`config.mk`:
```
export PLATFORM = sky130hd
export DESIGN_NAME = sequential_divider_constant_time
export DESIGN_NICKNAME = d
export VERILOG_FILES = /design/src/rtl/sequential_divider_constant_time.sv
export SDC_FILE = /design/constraint.sdc
export NUM_CORES = 1
export LEC_CHECK = 0
export CAP_MARGIN = 15
export CORE_MARGIN = 5
export CORE_UTILIZATION = 35
export DETAILED_ROUTE_END_ITERATION = 7
export GPL_TIMING_DRIVEN = 0
export SYNTH_ARGS = -nofsm -noshare
export SYNTH_HDL_FRONTEND = slang
export SYNTH_SLANG_ARGS = --single-unit
```
`constraint.sdc`:
```
create_clock -name clk -period 1.78 [get_ports clk]
set_clock_uncertainty 0.05 [all_clocks]
set_input_delay 0.356 -clock clk [delete_from_list [all_inputs] [get_ports clk]]
set_output_delay 0.356 -clock clk [all_outputs]
set_load 0.01 [all_outputs]
```
`src/rtl/sequential_divider_constant_time.sv`:
```
// sequential_divider_constant_time
//   Constant-time restoring divider. Produces one quotient bit every two
//   cycles (SHIFT then SUB), so latency is 2*WIDTH+2 cycles from the start
//   edge regardless of operand values, including a zero divisor.
//
// Ports
//   clk           clock, all state changes on rising edge
//   rst           synchronous active-low reset
//   start         request, honoured only when idle
//   dividend      unsigned dividend, captured at the end of the INIT cycle
//   divisor       unsigned divisor, captured at the end of the INIT cycle
//   quotient      registered quotient (Q register)
//   remainder     registered remainder (low WIDTH bits of R)
//   quotientDone  one-cycle pulse, results valid
//   divByZero     high together with quotientDone when divisor was 0
//   busy          high whenever an operation is in flight
//
// state   | meaning
// --------+--------------------------------------------------------------
// START   | idle, waiting for start
// INIT    | load Q <= dividend, D <= divisor, R <= 0, bit counter <= WIDTH-1
// SHIFT   | {R,Q} <= {R,Q} << 1
// SUB     | subtract D from R when R >= D, set Q[0]; count down bit index
// FINAL   | results valid, quotientDone pulse
module sequential_divider_constant_time #(
  parameter int WIDTH = 4
) (
  input  logic             clk,
  input  logic             rst,
  input  logic             start,
  input  logic [WIDTH-1:0] dividend,
  input  logic [WIDTH-1:0] divisor,
  output logic [WIDTH-1:0] quotient,
  output logic [WIDTH-1:0] remainder,
  output logic             quotientDone,
  output logic             divByZero,
  output logic             busy
);

  localparam int CW = (WIDTH > 2) ? $clog2(WIDTH) : 1;

  typedef enum logic [2:0] {
    S_START = 3'd0,
    S_INIT  = 3'd1,
    S_SHIFT = 3'd2,
    S_SUB   = 3'd3,
    S_FINAL = 3'd4
  } state_t;

  state_t           state_q, state_d;
  logic [CW-1:0]    bit_cnt_q;
  logic [WIDTH-1:0] q_q;
  logic [WIDTH-1:0] d_q;
  logic [WIDTH:0]   r_q;

  // Compare and subtract at WIDTH+1 bits: after SHIFT, R can exceed any
  // WIDTH-bit divisor, and the subtraction must never wrap.
  logic [WIDTH:0] d_ext;
  logic [WIDTH:0] r_sub;
  logic           r_ge_d;

  assign d_ext  = {1'b0, d_q};
  assign r_sub  = r_q - d_ext;
  assign r_ge_d = (r_q >= d_ext);

  always_comb begin
    state_d = state_q;
    case (state_q)
      S_START: if (start) state_d = S_INIT;
      S_INIT:  state_d = S_SHIFT;
      S_SHIFT: state_d = S_SUB;
      S_SUB:   state_d = (bit_cnt_q == '0) ? S_FINAL : S_SHIFT;
      S_FINAL: state_d = S_START;
      default: state_d = S_START;
    endcase
  end

  always_ff @(posedge clk) begin
    if (!rst) begin
      state_q   <= S_START;
      bit_cnt_q <= '0;
      q_q       <= '0;
      d_q       <= '0;
      r_q       <= '0;
    end else begin
      state_q <= state_d;
      case (state_q)
        S_INIT: begin
          q_q       <= dividend;
          d_q       <= divisor;
          r_q       <= '0;
          bit_cnt_q <= CW'(WIDTH - 1);
        end
        S_SHIFT: begin
          {r_q, q_q} <= {r_q[WIDTH-1:0], q_q, 1'b0};
        end
        S_SUB: begin
          // Restore-by-skip: when R < D nothing is written.
          if (r_ge_d) begin
            r_q    <= r_sub;
            q_q[0] <= 1'b1;
          end
          if (bit_cnt_q != '0) bit_cnt_q <= bit_cnt_q - 1'b1;
        end
        default: ;
      endcase
    end
  end

  assign quotient     = q_q;
  assign remainder    = r_q[WIDTH-1:0];
  assign busy         = (state_q != S_START);
  assign quotientDone = (state_q == S_FINAL);
  assign divByZero    = (state_q == S_FINAL) && (d_q == '0);

endmodule

```
* Word-level counts from Yosys, hierarchy flattened
Cells that the tools add are included.
** Cells by class
- Muxes and demuxes :: 10
- Magnitude comparators :: 1
- Equal/unequal tests :: 7
- Reductions and logical operators :: 11
- Add/subtract/negate cells :: 2
** Operators with widths (count)
- $pmux W5 S3 :: 1
- $pmux W3 S4 :: 1
- $eq A3 B2 Y1 const B :: 2
- $mux W3 :: 2
- $ne A2 B2 Y1 const B :: 3
- $pmux W3 S2 :: 1
- $reduce_bool A2 Y1 :: 3
- $reduce_bool A3 Y1 :: 2
- $ge A5 B4 Y1 :: 1
- $mux W5 :: 1
- $sub A5 B4 Y5 :: 1
- $logic_not A4 Y1 :: 1
- $pmux W2 S2 :: 1
- $reduce_and A2 Y1 :: 2
- $eq A3 B1 Y1 const B :: 1
- $eq A3 B3 Y1 const B :: 1
- $logic_not A3 Y1 :: 1
- $pmux W1 S3 :: 1
- $logic_not A2 Y1 :: 1
- $mux W2 :: 1
- $sub A2 B1 Y2 const B :: 1
- $logic_and A1 B1 Y1 :: 1
- $mux W1 :: 1
** Word-level totals
- Output and inout port bits :: 11
- Register bits after elaboration :: 18
- Input port bits :: 11

* Depth between registers and ports, before layout
Gate-level depths: netlist (run 1).
- Depth in word-level cells :: 3
- Mapped depth :: 8

* Worst setup path after synthesis (run 1)
OpenSTA, ideal clock, no wires.
- Path type :: flip-flop to flip-flop
- Start point :: register d_q[2]
- End point :: register r_q[3]
- Path slack :: -0.048 ns
- Stages on the path, launching flop included :: 9
- Period minus slack after synthesis :: 1.828 ns
- Data arrival time :: 1.661 ns
- Required time :: 1.613 ns
- Library setup time :: 0.117 ns
- Path through :: dfxtp_1 > inv_1 > ha_1 > nand2_1 > o21ai_2 > a211oi_1 > or3_1 > buf_6 > a32o_1
** Between the ends
- Word-level cells in the longest chain between the ends :: 3
- Elaborated cells between the ends (all ways) :: 6
** Ends and longest elaborated chain
- from (decl) :: RTL line 53 : logic [WIDTH-1:0] d_q;
- from (signal assigned) :: RTL line 90 : d_q <= divisor;
- $sub A5 B4 Y5 / $ge A5 B4 Y1 (equally long branches) :: RTL line 63, 64
- $mux W5 / $ne A2 B2 Y1 (equally long branches)
- $pmux W5 S3 / $reduce_and A2 Y1 (equally long branches)
- to (signal assigned) :: RTL line 95 : {r_q, q_q} <= {r_q[WIDTH-1:0], q_q, 1'b0};
- to (signal assigned) :: RTL line 100 : r_q <= r_sub;
- to (decl) :: RTL line 54 : logic [WIDTH:0] r_q;
Several ways; a longest one is shown, not always the timed one. The select of a mux whose other input is x is not followed.
A chain may end at the register's enable or synchronous reset.

* Worst setup path after layout (run 1)
- Start point :: register r_q[3]
- End point :: output port remainder[3]
** RTL lines
- to (decl) :: RTL line 34 : output logic [WIDTH-1:0] remainder,
No word-level cell between the ends.

==> results of run 1 <==
==> kinds of logic after synthesis <==
group                    Yosys count  share of synthesized area
AND/OR/NAND/NOR                   43                      0.208
multiplexers                      13                      0.124
buffers and inverters             19                     0.0934
flip-flops                        18                      0.340
AO/OA/AOI/OAI                     25                      0.139
XOR/XNOR                           2                     0.0166
adder cells (fa/ha/maj)            6                     0.0780
==> worst max-delay path: cells and delay by family (launching register included) <==
| family | cells | cell delay (ns) |
|---|---|---|
| buf+inv | 2 | 0.66 |
| flops | 1 | 0.45 |
==> repair_timing <==
action / 4_1_cts / 5_1_grt
setup endpoints to repair: 12 / 12
pin swaps: 2 / 8
gates resized for setup: 26 / 7
cloned: 0 / 0
buffers inserted: 4 / 4
==> area by class of cell <==
class,count,share of cell area
sequential,18,0.252
timing repair buffer,29,0.178
clock buffer,4,0.0243
multi-input combinational,89,0.452
buffer,9,0.0411
tap,33,0.0277
inverter,10,0.0251
==> final timing paths <==
kind / from / endpoint / slack (ns) / depth (start not counted)
max: r_q[3] / remainder[3] / -0.05 / 2
min: quotient[0] / quotient[0] / 0.43 / 2
max reg2reg: d_q[2] / r_q[3] / -0.04 / 8
min reg2reg: quotient[0] / quotient[0] / 0.43 / 2
==> power by group <==
| part | leakage (nW) | total [W] | internal [W] | switching (W) |
|---|---|---|---|---|
| Combinational | 0.410 | 0.000289 | 0.000156 | 0.000133 |
| Clock | 0.0210 | 0.000267 | 0.000125 | 0.000142 |
| Sequential | 0.151 | 0.000449 | 0.000427 | 0.0000217 |
| Total | 0.582 | 0.00100 | 0.000708 | 0.000296 |
==> cell usage in the layout, fill, tap and decap left out, drive strengths merged, types with 2 or more instances in the layout <==
| master | Yosys | routed |
|---|---|---|
| clkbuf | 2 | 6 |
| a21oi | 5 | 5 |
| nor2b | 8 | 8 |
| ha | 5 | 5 |
| dfxtp | 18 | 18 |
| and3 | 2 | 2 |
| clkdlybuf4s50 | 0 | 18 |
| xnor2 | 2 | 2 |
| nor2 | 7 | 7 |
| mux2i | 12 | 12 |
| o211ai | 2 | 2 |
| and2 | 5 | 5 |
| nand2 | 15 | 15 |
| buf | 7 | 16 |
| inv | 10 | 10 |
| or3 | 2 | 2 |
| o21ai | 13 | 13 |
==> metrics by stage <==
stage / util / setup TNS, ns
2_1_floorplan: - / 0
3_3_place_gp: 0.445 / -0.691
3_5_place_dp: 0.445 / -0.769
4_1_cts: 0.482 / -0.159
5_1_grt: 0.501 / -0.679
6_report: 0.501 / -0.0916
==> state kept, by name, indices dropped and copies added, names as in the netlist <==
name       flops
state_q        3
bit_cnt_q      2
quotient       4
d_q            4
r_q            5
==> metal layers <==
| layer | global-route usage | vias up | routed length, um |
|---|---|---|---|
| met4 | 0.0660 | 0 | 60 |
| met2 | 0.212 | 20 | 1130 |
| met5 | 0 | - | 0 |
| li1 | - | 491 | - |
| met1 | 0.161 | 436 | 1160 |
| met3 | 0.0243 | 8 | 105 |
==> flow_summary.ini, run 1 <==
[yosys]
syn_nets = 143
synth_most_common_cell = dfxtp_1
synth_async_sr_flop_share = 0
yosys-top-cells-area = dfxtp_1 (34%), mux2i_1 (11%), ha_1 (5.9%)
yosys.area.top_type = dfxtp_1
synth_warnings = 0
yosysSeqAreaShare = 0.340
synthTopCellsByCount = dfxtp_1 (18), nand2_1 (15), mux2i_1 (12), o21ai_0 (12), inv_1 (10)
syn_area_sq_mm = 0.00106
yosysTopAreaCellShare = 0.340
ys.flop_type = dfxtp_1
ys_ff_latch = 18
synth_edf_count = 0
synth_area_per_cell_sq_um = 8.40
netlist_instances = 126
synth.distinct_cells = 32

[setup_path]
slowest_stage = clkdlybuf4s50_1
worstSetupEndpointType = output pin
arrival_ns = 1.42
cp_cell_sequence = buf_4 > clkdlybuf4s50_1
slowest_delay_ns = 0.52
crit_type = flop to output pin
worstPathMaxFanout = 4
required_ns = 1.37
start_kind = flop

[placement]
port_buffers = 21
placed_cells = 180
gp_congestion = 0.896
hpwlAfterDp_mm = 1.85
pre_cts_slack_ns = -0.169
placed_area_sq_mm = 0.00132

[routing]
avgRoutedWirePerCell_um = 12.8
drtIter0Drc = 21
vias_per_cell = 4.97
drt_pre_antenna_iters = 4
remaining_drc_errors = 0
wl_mm = 2.45
vias = 955
ant_nets = 0

[finish]
multi_input_area_sq_um = 674
final_cells = 192
antennaDiodeCount = 0
drive_gt1_frac = 0.283
final.fill_count = 299
fin_area_sq_mm = 0.00149
regArea_sq_um = 377
nets = 177
area_growth_pct = 41.0

[timing]
finalWorstPathRequiredPeriod_ns = 1.83
setup_ws_ns = -0.0470
finalHoldViolCount = 0
fin_crit_sh = 1.03
slew_headroom = 0.683
max_freq_ghz = 0.547
drv_slew = 0
worst_pin_slew_ns = 0.475
rsz0062_at_grt = yes
setup_violations = 2
whs_ns = 0.428

[clock_tree]
ctsHoldBuffers = 0
h-tree-depth = 1
numCtsBuffers = 3
root_buffer = clkbuf_4
cts_tree = done
insertion_delay_ns = 0.31
cts_sinks = 18
clockBufferDepth = 2
clk_pin_slew_ns = 0.11

[global_routing]
grt_pass1_vias = 952
antenna_found_initial = 0
grt_pass1_wl_mm = 4.26
overflow = 0
grt_use_total = 0.129
grt_max_degree = 11

[status]
outcome = finished, violations left
violations = setup timing

[die]
num_rows = 20
io_pins = 22
dieArea_sq_mm = 0.00422
die_x_um = 65.0
die_h_um = 65.0
fp.coreArea_sq_mm = 0.00298
start_util = 0.355

[job]
maxCapViolCount = 0

[power]
power_w = 0.00100
irDropWorstVdd_v = 0.000305
pwr_density_cell_mw_per_mm2 = 673
leakage_nw = 0.582

[hold_path]
hp-class = flop to flop
(Power assumes the default switching activity.)
==> run 2: changes to the inputs <==
CTS_CLUSTER_DIAMETER = 40   (was unset)
==> results of run 2 <==
Final layout, timing and power as in run 1 (identical DEF).
